## src/rtl/flow_stack_if.sv

```systemverilog
// Op/response handshake bundle for flow_stack: the op channel flows toward the
// block and the response channel flows back out of it.
interface flow_stack_if #(
  parameter int AW = 16
);
  logic          op_valid;
  logic          op_ready;
  logic [2:0]    op;
  logic [AW-1:0] op_addr;
  logic          cond_zero;
  logic          resp_valid;
  logic          resp_ready;
  logic          resp_taken;
  logic [AW-1:0] resp_addr;

  modport master (
    output op_valid, op, op_addr, cond_zero, resp_ready,
    input  op_ready, resp_valid, resp_taken, resp_addr
  );

  modport slave (
    input  op_valid, op, op_addr, cond_zero, resp_ready,
    output op_ready, resp_valid, resp_taken, resp_addr
  );
endinterface

```

## src/rtl/flow_stack.sv

```systemverilog
// Control-flow helper: a call/return address stack plus an enable-mask stack
// for predicated execution, with a sticky error state that only CLEAR exits.
module flow_stack #(
  parameter int AW     = 16,
  parameter int CDEPTH = 4,
  parameter int EDEPTH = 32
) (
  input  logic                         clk,
  input  logic                         reset,
  flow_stack_if.slave                  bus,
  output logic                         en,
  output logic [$clog2(CDEPTH+1)-1:0]  call_depth,
  output logic [$clog2(EDEPTH)-1:0]    en_depth,
  output logic                         err,
  output logic [2:0]                   err_code
);
  localparam int CDW = $clog2(CDEPTH + 1);
  localparam int EW  = $clog2(EDEPTH);

  localparam logic [2:0] OP_NOP    = 3'd0;
  localparam logic [2:0] OP_CALL   = 3'd1;
  localparam logic [2:0] OP_RET    = 3'd2;
  localparam logic [2:0] OP_PUSHEN = 3'd3;
  localparam logic [2:0] OP_POPEN  = 3'd4;
  localparam logic [2:0] OP_ALLEN  = 3'd5;
  localparam logic [2:0] OP_JUMPF  = 3'd6;
  localparam logic [2:0] OP_CLEAR  = 3'd7;

  typedef enum logic {RUN, HALTED} state_t;

  state_t              state_q, state_d;
  logic [AW-1:0]       call_mem_q [CDEPTH];
  logic [AW-1:0]       call_mem_d [CDEPTH];
  logic [CDW-1:0]      call_depth_q, call_depth_d;
  logic [EDEPTH-1:0]   enstack_q, enstack_d;
  logic [EW-1:0]       en_depth_q, en_depth_d;
  logic [2:0]          err_code_q, err_code_d;
  logic                resp_valid_q, resp_valid_d;
  logic                resp_taken_q, resp_taken_d;
  logic [AW-1:0]       resp_addr_q, resp_addr_d;

  logic                accept;
  logic [AW-1:0]       top_entry;
  logic [2:0]          fault;
  logic                jump_bit0;

  assign bus.op_ready   = !resp_valid_q || bus.resp_ready;
  assign accept         = bus.op_valid && bus.op_ready;
  assign bus.resp_valid = resp_valid_q;
  assign bus.resp_taken = resp_taken_q;
  assign bus.resp_addr  = resp_addr_q;
  assign en             = enstack_q[0];
  assign call_depth     = call_depth_q;
  assign en_depth       = en_depth_q;
  assign err            = (state_q == HALTED);
  assign err_code       = err_code_q;

  // Entry at index depth-1 is the top of the call stack.
  always_comb begin
    top_entry = '0;
    for (int i = 0; i < CDEPTH; i++) begin
      if (call_depth_q == CDW'(i + 1)) top_entry = call_mem_q[i];
    end
  end

  always_comb begin
    state_d      = state_q;
    call_mem_d   = call_mem_q;
    call_depth_d = call_depth_q;
    enstack_d    = enstack_q;
    en_depth_d   = en_depth_q;
    err_code_d   = err_code_q;
    resp_valid_d = resp_valid_q && !bus.resp_ready;
    resp_taken_d = resp_taken_q;
    resp_addr_d  = resp_addr_q;
    fault        = 3'd0;
    jump_bit0    = bus.cond_zero ? 1'b0 : enstack_q[0];

    if (accept) begin
      if (bus.op == OP_CLEAR) begin
        state_d      = RUN;
        call_depth_d = '0;
        enstack_d    = '1;
        en_depth_d   = '0;
        err_code_d   = 3'd0;
      end else if (bus.op != OP_NOP && state_q == RUN) begin
        resp_valid_d = 1'b1;
        resp_taken_d = 1'b0;
        resp_addr_d  = '0;
        case (bus.op)
          OP_CALL: begin
            if (enstack_q[0]) begin
              if (call_depth_q == CDW'(CDEPTH)) begin
                fault = 3'd1;
              end else begin
                for (int i = 0; i < CDEPTH; i++) begin
                  if (call_depth_q == CDW'(i)) call_mem_d[i] = bus.op_addr;
                end
                call_depth_d = call_depth_q + 1'b1;
                resp_taken_d = 1'b1;
                resp_addr_d  = bus.op_addr;
              end
            end
          end
          OP_RET: begin
            if (enstack_q[0]) begin
              if (call_depth_q == '0) begin
                fault = 3'd2;
              end else begin
                call_depth_d = call_depth_q - 1'b1;
                resp_taken_d = 1'b1;
                resp_addr_d  = top_entry;
              end
            end
          end
          OP_PUSHEN: begin
            if (en_depth_q == EW'(EDEPTH - 1)) begin
              fault = 3'd3;
            end else begin
              enstack_d  = {enstack_q[EDEPTH-2:0], enstack_q[0]};
              en_depth_d = en_depth_q + 1'b1;
            end
          end
          OP_POPEN: begin
            if (en_depth_q == '0) begin
              fault = 3'd4;
            end else begin
              enstack_d  = {1'b1, enstack_q[EDEPTH-1:1]};
              en_depth_d = en_depth_q - 1'b1;
            end
          end
          OP_ALLEN: enstack_d[0] = 1'b1;
          OP_JUMPF: begin
            enstack_d[0] = jump_bit0;
            resp_taken_d = !jump_bit0;
            resp_addr_d  = jump_bit0 ? '0 : bus.op_addr;
          end
          default: ;
        endcase
        if (fault != 3'd0) begin
          state_d    = HALTED;
          err_code_d = fault;
        end
      end
    end
  end

  always_ff @(posedge clk) begin
    if (!reset) begin
      state_q      <= RUN;
      for (int i = 0; i < CDEPTH; i++) call_mem_q[i] <= '0;
      call_depth_q <= '0;
      enstack_q    <= '1;
      en_depth_q   <= '0;
      err_code_q   <= 3'd0;
      resp_valid_q <= 1'b0;
      resp_taken_q <= 1'b0;
      resp_addr_q  <= '0;
    end else begin
      state_q      <= state_d;
      call_mem_q   <= call_mem_d;
      call_depth_q <= call_depth_d;
      enstack_q    <= enstack_d;
      en_depth_q   <= en_depth_d;
      err_code_q   <= err_code_d;
      resp_valid_q <= resp_valid_d;
      resp_taken_q <= resp_taken_d;
      resp_addr_q  <= resp_addr_d;
    end
  end
endmodule

```

## src/flat_wrapper.sv

```systemverilog
// flat-port wrapper written by rule: the top's interface ports become plain ports
module flow_stack_flat 
#(
  parameter int AW     = 16,
  parameter int CDEPTH = 4,
  parameter int EDEPTH = 32
)
  (clk, reset, en, call_depth, en_depth, err, err_code, bus_op_valid, bus_op, bus_op_addr, bus_cond_zero, bus_resp_ready, bus_op_ready, bus_resp_valid, bus_resp_taken, bus_resp_addr);
  flow_stack_if #(.AW(AW)) bus_i ();
  input  logic clk;
  input  logic reset;
  output logic en;
  output logic [$clog2(CDEPTH+1)-1:0] call_depth;
  output logic [$clog2(EDEPTH)-1:0] en_depth;
  output logic err;
  output logic [2:0] err_code;
  input wire logic [$bits(bus_i.op_valid)-1:0] bus_op_valid;
  input wire logic [$bits(bus_i.op)-1:0] bus_op;
  input wire logic [$bits(bus_i.op_addr)-1:0] bus_op_addr;
  input wire logic [$bits(bus_i.cond_zero)-1:0] bus_cond_zero;
  input wire logic [$bits(bus_i.resp_ready)-1:0] bus_resp_ready;
  output wire logic [$bits(bus_i.op_ready)-1:0] bus_op_ready;
  output wire logic [$bits(bus_i.resp_valid)-1:0] bus_resp_valid;
  output wire logic [$bits(bus_i.resp_taken)-1:0] bus_resp_taken;
  output wire logic [$bits(bus_i.resp_addr)-1:0] bus_resp_addr;
  assign bus_i.op_valid = bus_op_valid;
  assign bus_i.op = bus_op;
  assign bus_i.op_addr = bus_op_addr;
  assign bus_i.cond_zero = bus_cond_zero;
  assign bus_i.resp_ready = bus_resp_ready;
  assign bus_op_ready = bus_i.op_ready;
  assign bus_resp_valid = bus_i.resp_valid;
  assign bus_resp_taken = bus_i.resp_taken;
  assign bus_resp_addr = bus_i.resp_addr;
  flow_stack #(.AW(AW), .CDEPTH(CDEPTH), .EDEPTH(EDEPTH)) u_core (.clk(clk), .reset(reset), .bus(bus_i), .en(en), .call_depth(call_depth), .en_depth(en_depth), .err(err), .err_code(err_code));
endmodule
```

## config.mk

```make
export PLATFORM = sky130hd
export DESIGN_NAME = flow_stack_flat
export DESIGN_NICKNAME = d
export VERILOG_FILES = /design/src/rtl/flow_stack_if.sv /design/src/rtl/flow_stack.sv /design/src/flat_wrapper.sv
export SDC_FILE = /design/constraint.sdc
export NUM_CORES = 1
export LEC_CHECK = 0
export BUFFER_PORTS_ARGS = -buffer_cell sky130_fd_sc_hd__buf_2
export CAP_MARGIN = 20
export CELL_PAD_IN_SITES_DETAIL_PLACEMENT = 1
export CELL_PAD_IN_SITES_GLOBAL_PLACEMENT = 1
export CORE_AREA = 10 10 122 124
export DETAILED_ROUTE_END_ITERATION = 16
export DIE_AREA = 0 0 132 134
export GPL_TIMING_DRIVEN = 0
export PLACE_DENSITY = 0.89
export SLEW_MARGIN = 0
export SYNTH_ARGS = -nofsm -noshare
export SYNTH_HDL_FRONTEND = slang
export SYNTH_SLANG_ARGS = --single-unit
```

## constraint.sdc

```tcl
create_clock -name clk -period 5.3 [get_ports clk]
set_clock_uncertainty 0.2 [all_clocks]
set_input_delay 0.265 -clock clk [delete_from_list [all_inputs] [get_ports clk]]
set_output_delay 0.265 -clock clk [all_outputs]
set_load 0.1 [all_outputs]
```

-- After elaboration in Yosys (flattened, before gate mapping)
Index checks and enable logic that the tools add are counted.
- add/sub/neg operators: 4
- equality and inequality tests: 19
- multiplexer cells: 53
- bitwise logic cells: 3
- reduce and logical (&&, ||, !) cells: 25
- operators with widths (cell ; count):
    $mux W16 ; 9
    $mux W32 ; 4
    $pmux W31 S2 ; 1
    $pmux W16 S3 ; 1
    $mux W3 ; 15
    $reduce_and A7 Y1 ; 5
    $mux W5 ; 4
    $eq A3 B3 Y1 const B ; 5
    $eq A3 B2 Y1 const B ; 4
    $mux W1 ; 12
    $pmux W3 S4 ; 1
    $reduce_bool A3 Y1 ; 4
    $pmux W5 S2 ; 1
    $reduce_and A5 Y1 ; 2
    $ne A3 B2 Y1 const B ; 3
    $eq A3 B1 Y1 const B ; 2
    $ne A3 B1 Y1 const B ; 2
    $pmux W3 S2 ; 1
    $reduce_and A3 Y1 ; 2
    $add A5 B1 Y5 const B ; 1
    $eq A5 B5 Y1 const B ; 1
    $logic_not A5 Y1 ; 1
    $sub A5 B1 Y5 const B ; 1
    $mux W2 ; 2
    other kinds (13) ; 20
- register bits after elaboration: 126
- input port bits: 24

-- Longest topological paths before layout
Gate-level depths: netlist of run 1.
- word-level depth: 11
- gate-level depth with buffers: 11

-- Worst setup path before layout of run 1
Ideal clock, no wire load.
- path kind: reg-to-reg
- start: register u_core.resp_valid_q, in the netlist u_core.bus.resp_valid
- end: register u_core.enstack_q[28]
- data arrival time: 2976 ps
- required time: 4972 ps
- slack: 1995 ps
- cell stages (with the launch flop): 8
- period minus slack after synthesis: 3305 ps
- path through: dfxtp_1 -> nor2b_1 -> inv_1 -> o2111ai_1 -> a21o_1 -> buf_2 -> a2111oi_0 -> o21ai_1
- cells in the longest elaborated chain, start to end: 4
- ends and longest elaborated chain (what ; RTL line ; RTL):
    start: declaration ; flow_stack.sv:38 ; logic resp_valid_q, resp_valid_d;
    start signal: assignment ; flow_stack.sv:166 ; resp_valid_q <= resp_valid_d;
    $logic_not A1 Y1 ; flow_stack.sv:47 ; assign bus.op_ready = !resp_valid_q || bus.resp_ready;
    $logic_or A1 B1 Y1 ; flow_stack.sv:47 ;
    named net bus_op_ready ; flat_wrapper.sv:22 ; output wire logic [$bits(bus_i.op_ready)-1:0] bus_op_ready;
    $logic_and A1 B1 Y1 ; flow_stack.sv:48 ; assign accept = bus.op_valid && bus.op_ready;
    $reduce_and A5 Y1 (no source line) ; -- ;
    end signal: assignment ; flow_stack.sv:163 ; enstack_q <= enstack_d;
    end: declaration ; flow_stack.sv:35 ; logic [EDEPTH-1:0] enstack_q, enstack_d;
The timed path passes the listed nets, and every way through them passes these cells.
A chain may end at the register's enable or synchronous reset.

-- Final worst setup path of run 1
- start: register u_core.call_depth_q[0], in the netlist u_core.call_depth[0]
- end: register u_core.resp_addr_q[13], in the netlist u_core.bus.resp_addr[13]
- cells in the longest elaborated chain, start to end: 8
- elaborated cells between the ends (all ways): 14
- those cells by class: eq/ne (4); mux (9); reduce/logical (1)
- ends and longest elaborated chain (what ; RTL line ; RTL):
    start: declaration ; flow_stack.sv:34 ; logic [CDW-1:0] call_depth_q, call_depth_d;
    start signal: assignment ; flow_stack.sv:162 ; call_depth_q <= call_depth_d;
    $eq A3 B1 Y1 ; flow_stack.sv:62 ; if (call_depth_q == CDW'(i + 1)) top_entry = call_mem_q[i];
    $mux W16 (4 in a row) ; flow_stack.sv:62 ;
    $mux W16 ; flow_stack.sv:107 ; if (call_depth_q == '0) begin
    $mux W16 ; flow_stack.sv:106 ; if (enstack_q[0]) begin
    $pmux W16 S3 (*) ; flow_stack.sv:90 ; case (bus.op)
    end signal: assignment ; flow_stack.sv:168 ; resp_addr_q <= resp_addr_d;
    end: declaration ; flow_stack.sv:40 ; logic [AW-1:0] resp_addr_q, resp_addr_d;
Every way passes the cells marked *; elsewhere a longest branch is shown, timed or not.

==> results.md, run 1 <==
* Status: finished clean
* Combinational Power Share at 11.1%
* Worst Path Buf+Inv at 2
* Vias in the first global route at 6246
* Int Power at 1650 uW
* Non-filler cells, final at 946
* Syn Std Cell Area at 5940 um^2
* Layout cells sized above 1 at 13.3%
* Yosys reg bits at 126
* Commonest non-fill, non-tap cell in the layout: dfxtp_1
* I/O pin total at 56
* Pleak at 0.00251 uW
* Gate Count Post-Synth at 675
* Synth Flop Type: dfxtp_1
* DP HPWL at 13500 um
* CTS max path bufs at 2
* First-pass GRT wire length at 32900 um
* Pwr/cell area at 316 nW/um^2
* Full die area at 17700 um^2
* CP Cell Sequence: inv_1 > ha_1 > nand2_1 > nor3_1 > clkbuf_1 > a222oi_1 > o2bb2ai_1
* 1st-iter DRT viols at 449
* Seq/Total Area, Yosys at 42.4%
* Initial Util at 47.7%
* Crit path max-delay family: simple AND/OR/NAND/NOR gates
* Post-layout minimum cycle time at 3060 ps
* Cells after DPL at 901
* Worst reg-to-reg path cell count at 7
* Setup Crit Path Kind: flip-flop to flip-flop
* Fin crit share at 57.7%
* Clock-pin slew on the worst setup and hold paths at 60 ps
* Avg Cell Area, Syn at 8.80 um^2
* Pin count of the biggest net entering global routing at 17
* Post-synth EDFFs at 0
* H-tree levels at 4
* Critical Path Max Stage Delay at 850 ps
* Site row count at 41
* Overall Global Routing Usage at 22.8%
* DR pass1 iterations at 8
* Critical Path End Type: flip-flop
* CTS Sinks at 126
* Max cap viols at 0
* Sw Share at 26.6%
* Filler instances at 1488
* Unrepaired setup endpoints after global routing: false
* Power share of the clock group at 45.7%
* Synth area leader: dfxtp_1
* Final setup violation count at 0
* Routed WL at 20100 um
* ANT cells at 0
* Worst path arrival time at 3200 ps
* Worst hold margin at 148 ps
* Util after Layout at 57.0%
* Slew margin rel. at 27.8%
* Core box area at 12500 um^2
* Crit start category: flip-flop
* Die H at 134 um
* Total grt overflow at 0
* Synth warn at 0
* Crit-path slowest cell: nor3_1
* Worst Max-Slew Pin Slew at 1080 ps
* Syn nets at 709
* Commonest non-fill, non-tap cells in the layout: dfxtp_1 (126), nor2_1 (84), nand2_1 (69), buf_2 (62), o21ai_0 (61)
* Setup_tns at 0 ps
* Final Slew Violations at 0
* Final hold vios at 0
* Routed WL per cell at 21.3 um
* Final Wtd Congestion at 0.844
* ANT nets after route at 0
* Post-synthesis cell type count at 61
* Stages on worst setup path at 7
* Post-synth ARST share at 0%
* Via density at 6.10
* Fin nets at 799
* CTS tree: done
* Via count at 5771
* Top post-synthesis cells by area: dfxtp_1 (42%), mux2i_1 (9.4%), nor2_1 (5.3%)
* Register share of total power at 43.2%
* Synth top area share at 42.4%
* FMAX at 327 MHz
* CTS Root Cell: clkbuf_16
* DRC viols at 0
* Layout area overhead at 19.5%
* Switch Pwr at 599 uW
* Required time of the critical path at 5450 ps
* Worst hold path type: input port to flip-flop
* Die X at 132 um
* Hold depth at 3
* Clock Latency Late Sink at 430 ps
* I/O Buffers at 53
* Worst VDD drop at 0.220 mV
* Total power at 2250 uW
* Crit Path Max Fanout at 10
* PostCTS Resize Cnt at 0
* CTS buffer count at 17
* Initial antenna violation count at 0
* R2R Setup Slk at 2240 ps
==> registers in the layout, summed over array words and instances, names as in the netlist <==
signal / count
u_core.bus.resp_taken: 1
u_core.err_code: 3
u_core.bus.resp_addr: 16
u_core.call_mem_q: 64
u_core.bus.resp_valid: 1
u_core.call_depth: 3
u_core.err: 1
u_core.en_depth: 5
u_core.enstack_q: 32
==> logic make-up (layout without fill, tap and decap cells) <==
logic type,Yosys count,in the layout,synth area share (%)
adder cells (fa/ha/maj),10,10,2.23
AO/OA/AOI/OAI,196,196,23.3
multiplexers,56,56,9.43
flip-flops,126,126,42.4
buffers and inverters,70,169,5.45
AND/OR/NAND/NOR,215,215,16.8
XOR/XNOR,2,2,0.295
==> power by group through the flow <==
| stage | Combinational, uW | Clock, uW | Sequential [uW] |
|---|---|---|---|
| 5_1_grt | 268 | 1070 | 972 |
| 2_1_floorplan | 114 | 0 | 1030 |
| 3_5_place_dp | 234 | 0 | 990 |
| 3_3_place_gp | 225 | 0 | 989 |
| 6_report | 250 | 1030 | 971 |
| 4_1_cts | 246 | 1030 | 971 |
==> layer usage <==
layer	global-route usage (%)	vias up	routed length, um
li1	-	2628	-
met1	25.8	2897	8320
met2	40.5	199	10300
met3	4.97	47	1020
met4	9.77	0	522
met5	0	-	0
==> worst paths after layout <==
path / from / endpoint
setup / recovery: u_core.call_depth[0] / u_core.bus.resp_addr[13]
hold reg to reg: u_core.bus.resp_addr[10] / u_core.bus.resp_addr[10]
hold / removal: reset / u_core.enstack_q[15]
setup reg to reg: u_core.call_depth[0] / u_core.bus.resp_addr[13]
==> Yosys cell counts, drive strengths merged (9+ instances only) <==
master / instances
a2111oi: 21
a21oi: 28
a222oi: 16
a22o: 16
and2: 23
buf: 16
clkbuf: 41
dfxtp: 126
ha: 9
inv: 13
mux2i: 56
nand2: 69
nand3: 9
nor2: 86
o21ai: 64
o2bb2ai: 25
==> metrics by stage <==
stage	cell area, um^2	worst slack, ps
global placement	6420	2140
finish	7100	2240
floorplan	5940	2000
detailed placement	6430	2070
global route	7100	2030
CTS	7100	2350
==> worst min-delay path: cells and delay by family <==
kind / cells / cell delay [ps]
AO/OA/AOI/OAI: 1 / 110
buffers and inverters: 2 / 360
==> final cells by class <==
class	count	area (um^2)	area share [%]
Timing Repair Buffer	71	443	6.24
Multi-Input combinational cell	479	3100	43.6
Tap cell	172	215	3.03
Buffer	57	275	3.88
Sequential cell	126	2520	35.5
Clock inverter	2	10.0	0.141
Clock buffer	26	489	6.89
Inverter	13	48.8	0.687
==> repair_timing <==
item | 4_1_cts | 5_1_grt
setup buffers | 0 | 0
hold buffers | 17 | 0
endpoints found under the hold margin | 55 | 0
Note: power is estimated with default switching activity, not from simulation.
==> inputs of run 2 (changes only) <==
--- a/config.mk
+++ b/config.mk
@@ -9,11 +9,11 @@
 export CAP_MARGIN = 20
 export CELL_PAD_IN_SITES_DETAIL_PLACEMENT = 1
 export CELL_PAD_IN_SITES_GLOBAL_PLACEMENT = 1
-export CORE_AREA = 10 10 122 124
+export CORE_AREA = 10 10 126 128
 export DETAILED_ROUTE_END_ITERATION = 16
-export DIE_AREA = 0 0 132 134
+export DIE_AREA = 0 0 136 138
 export GPL_TIMING_DRIVEN = 0
-export PLACE_DENSITY = 0.89
+export PLACE_DENSITY = 0.85
 export SLEW_MARGIN = 0
 export SYNTH_ARGS = -nofsm -noshare
 export SYNTH_HDL_FRONTEND = slang
==> constraint.sdc (replaced) <==
create_clock -name clk -period 3.1 [get_ports clk]
set_clock_uncertainty 0.2 [all_clocks]
set_input_delay 0.155 -clock clk [delete_from_list [all_inputs] [get_ports clk]]
set_output_delay 0.155 -clock clk [all_outputs]
set_load 0.1 [all_outputs]
==> results.md, run 2 (synthesis results as in run 1) <==
* Via density at 5.88
* Layout cells sized above 1 at 14.9%
* Final hold vios at 0
* Overall Global Routing Usage at 21.3%
* Full die area at 18800 um^2
* CP Cell Sequence: inv_1 > ha_1 > clkbuf_1 > nor2_2 > clkbuf_1 > a22o_1 > a222oi_1 > o2bb2ai_1
* Post-layout minimum cycle time at 2940 ps
* Pleak at 0.00253 uW
* Cells after DPL at 909
* Unrepaired setup endpoints after global routing: false
* Crit-path most repeated cell: clkbuf_1
* Clock Latency Late Sink at 430 ps
* Final setup violation count at 0
* Die H at 138 um
* Largest register FFs at 64
* Non-filler cells, final at 958
* Via count at 5635
* Required time of the critical path at 3250 ps
* Reg with most FFs: u_core.call_mem_q
* Die X at 136 um
* Fin nets at 799
* DR pass1 iterations at 8
* FF+latch area at 2520 um^2
* Worst path arrival time at 3090 ps
* Worst VDD drop at 0.372 mV
* Worst Path Buf+Inv at 3
* Setup_tns at 0 ps
* Vias in the first global route at 6128
* CTS tree: done
* 1st-iter DRT viols at 354
* Initial antenna violation count at 0
* Pwr/cell area at 549 nW/um^2
* Commonest non-fill, non-tap cell in the layout: dfxtp_1
* Commonest non-fill, non-tap cells in the layout: dfxtp_1 (125), nor2_1 (83), nand2_1 (69), buf_2 (63), o21ai_0 (61)
* Worst hold path type: input port to flip-flop
* Critical Path End Type: flip-flop
* Clock-pin slew on the worst setup and hold paths at 60 ps
* ANT nets after route at 0
* Crit-path slowest cell: clkbuf_1
* I/O pin total at 56
* Layout area overhead at 20.8%
* I/O Buffers at 53
* Status: finished clean
* Filler instances at 1585
* CTS max path bufs at 2
* Fin crit share at 94.7%
* Total grt overflow at 0
* First-pass GRT wire length at 32400 um
* Critical Path Max Stage Delay at 540 ps
* Crit Path Max Fanout at 10
* DP HPWL at 13500 um
* CTS buffer count at 17
* CTS Root Cell: clkbuf_16
* CTS Sinks at 126
* Slew margin rel. at 37.0%
* FMAX at 340 MHz
* Crit path max-delay family: buffers and inverters
* Final Slew Violations at 0
* Worst hold margin at 33.1 ps
* Pin count of the biggest net entering global routing at 17
* Setup Crit Path Kind: flip-flop to flip-flop
* Final Wtd Congestion at 0.837
* Site row count at 43
* Routed WL at 19800 um
* Util after Layout at 53.1%
* Initial Util at 44.0%
* Multi-input logic area at 3100 um^2
* Max cap viols at 0
* Core box area at 13500 um^2
* DRC viols at 0
* Crit start category: flip-flop
* ANT cells at 0
* H-tree levels at 4
* Routed WL per cell at 20.7 um
* Worst Max-Slew Pin Slew at 945 ps
[run 2: through the flow]
stage	setup slack [ps]	instance area (um^2)	power, uW
2_1_floorplan	155	5950	1960
3_3_place_gp	66.9	6440	2080
3_5_place_dp	2.66	6440	2090
4_1_cts	135	7170	3950
5_1_grt	46.5	7180	4080
6_report	163	7180	3940
[run 2: final cells by class]
cell class	count	area share (%)
multi-input combinational	479	43.3
sequential	126	35.2
clock buffer	21	6.56
timing repair buffer	71	6.14
buffer	57	3.84
tap	180	3.14
clock inverter	11	1.19
inverter	13	0.732
[run 2: final timing paths]
kind / start / end / slack (ps) / cells after the start
max: u_core.call_depth[2] / u_core.bus.resp_addr[12] / 160 / 8
min: reset / u_core.enstack_q[19] / 30 / 3
max reg2reg: u_core.call_depth[2] / u_core.bus.resp_addr[12] / 160 / 8
min reg2reg: u_core.err_code[2] / u_core.err_code[2] / 260 / 2
[run 2: report_power, final]
group | internal [uW] | switching, uW
combinational | 115 | 312
sequential | 1640 | 18.8
clock | 1090 | 769
[run 2: tightest hold or removal path, stage by stage]
cell	delay [ps]
buf_2	140
clkbuf_1	210
o21ai_0	120
[run 2: what timing repair did]
item / CTS / global route
endpoints found under the setup margin: 0 / 9
resized for setup: 0 / 2
endpoints found under the hold margin: 81 / 0
buffers inserted: 0 / 0
hold buffers: 17 / 0
[run 2: per-layer routing]
layer,up-vias,GRT usage (%),share of wire (%)
met5,-,0,0
met4,0,8.24,2.5
met3,44,5.11,4.1
met2,136,37.7,52
met1,2814,23.7,42
li1,2641,-,-
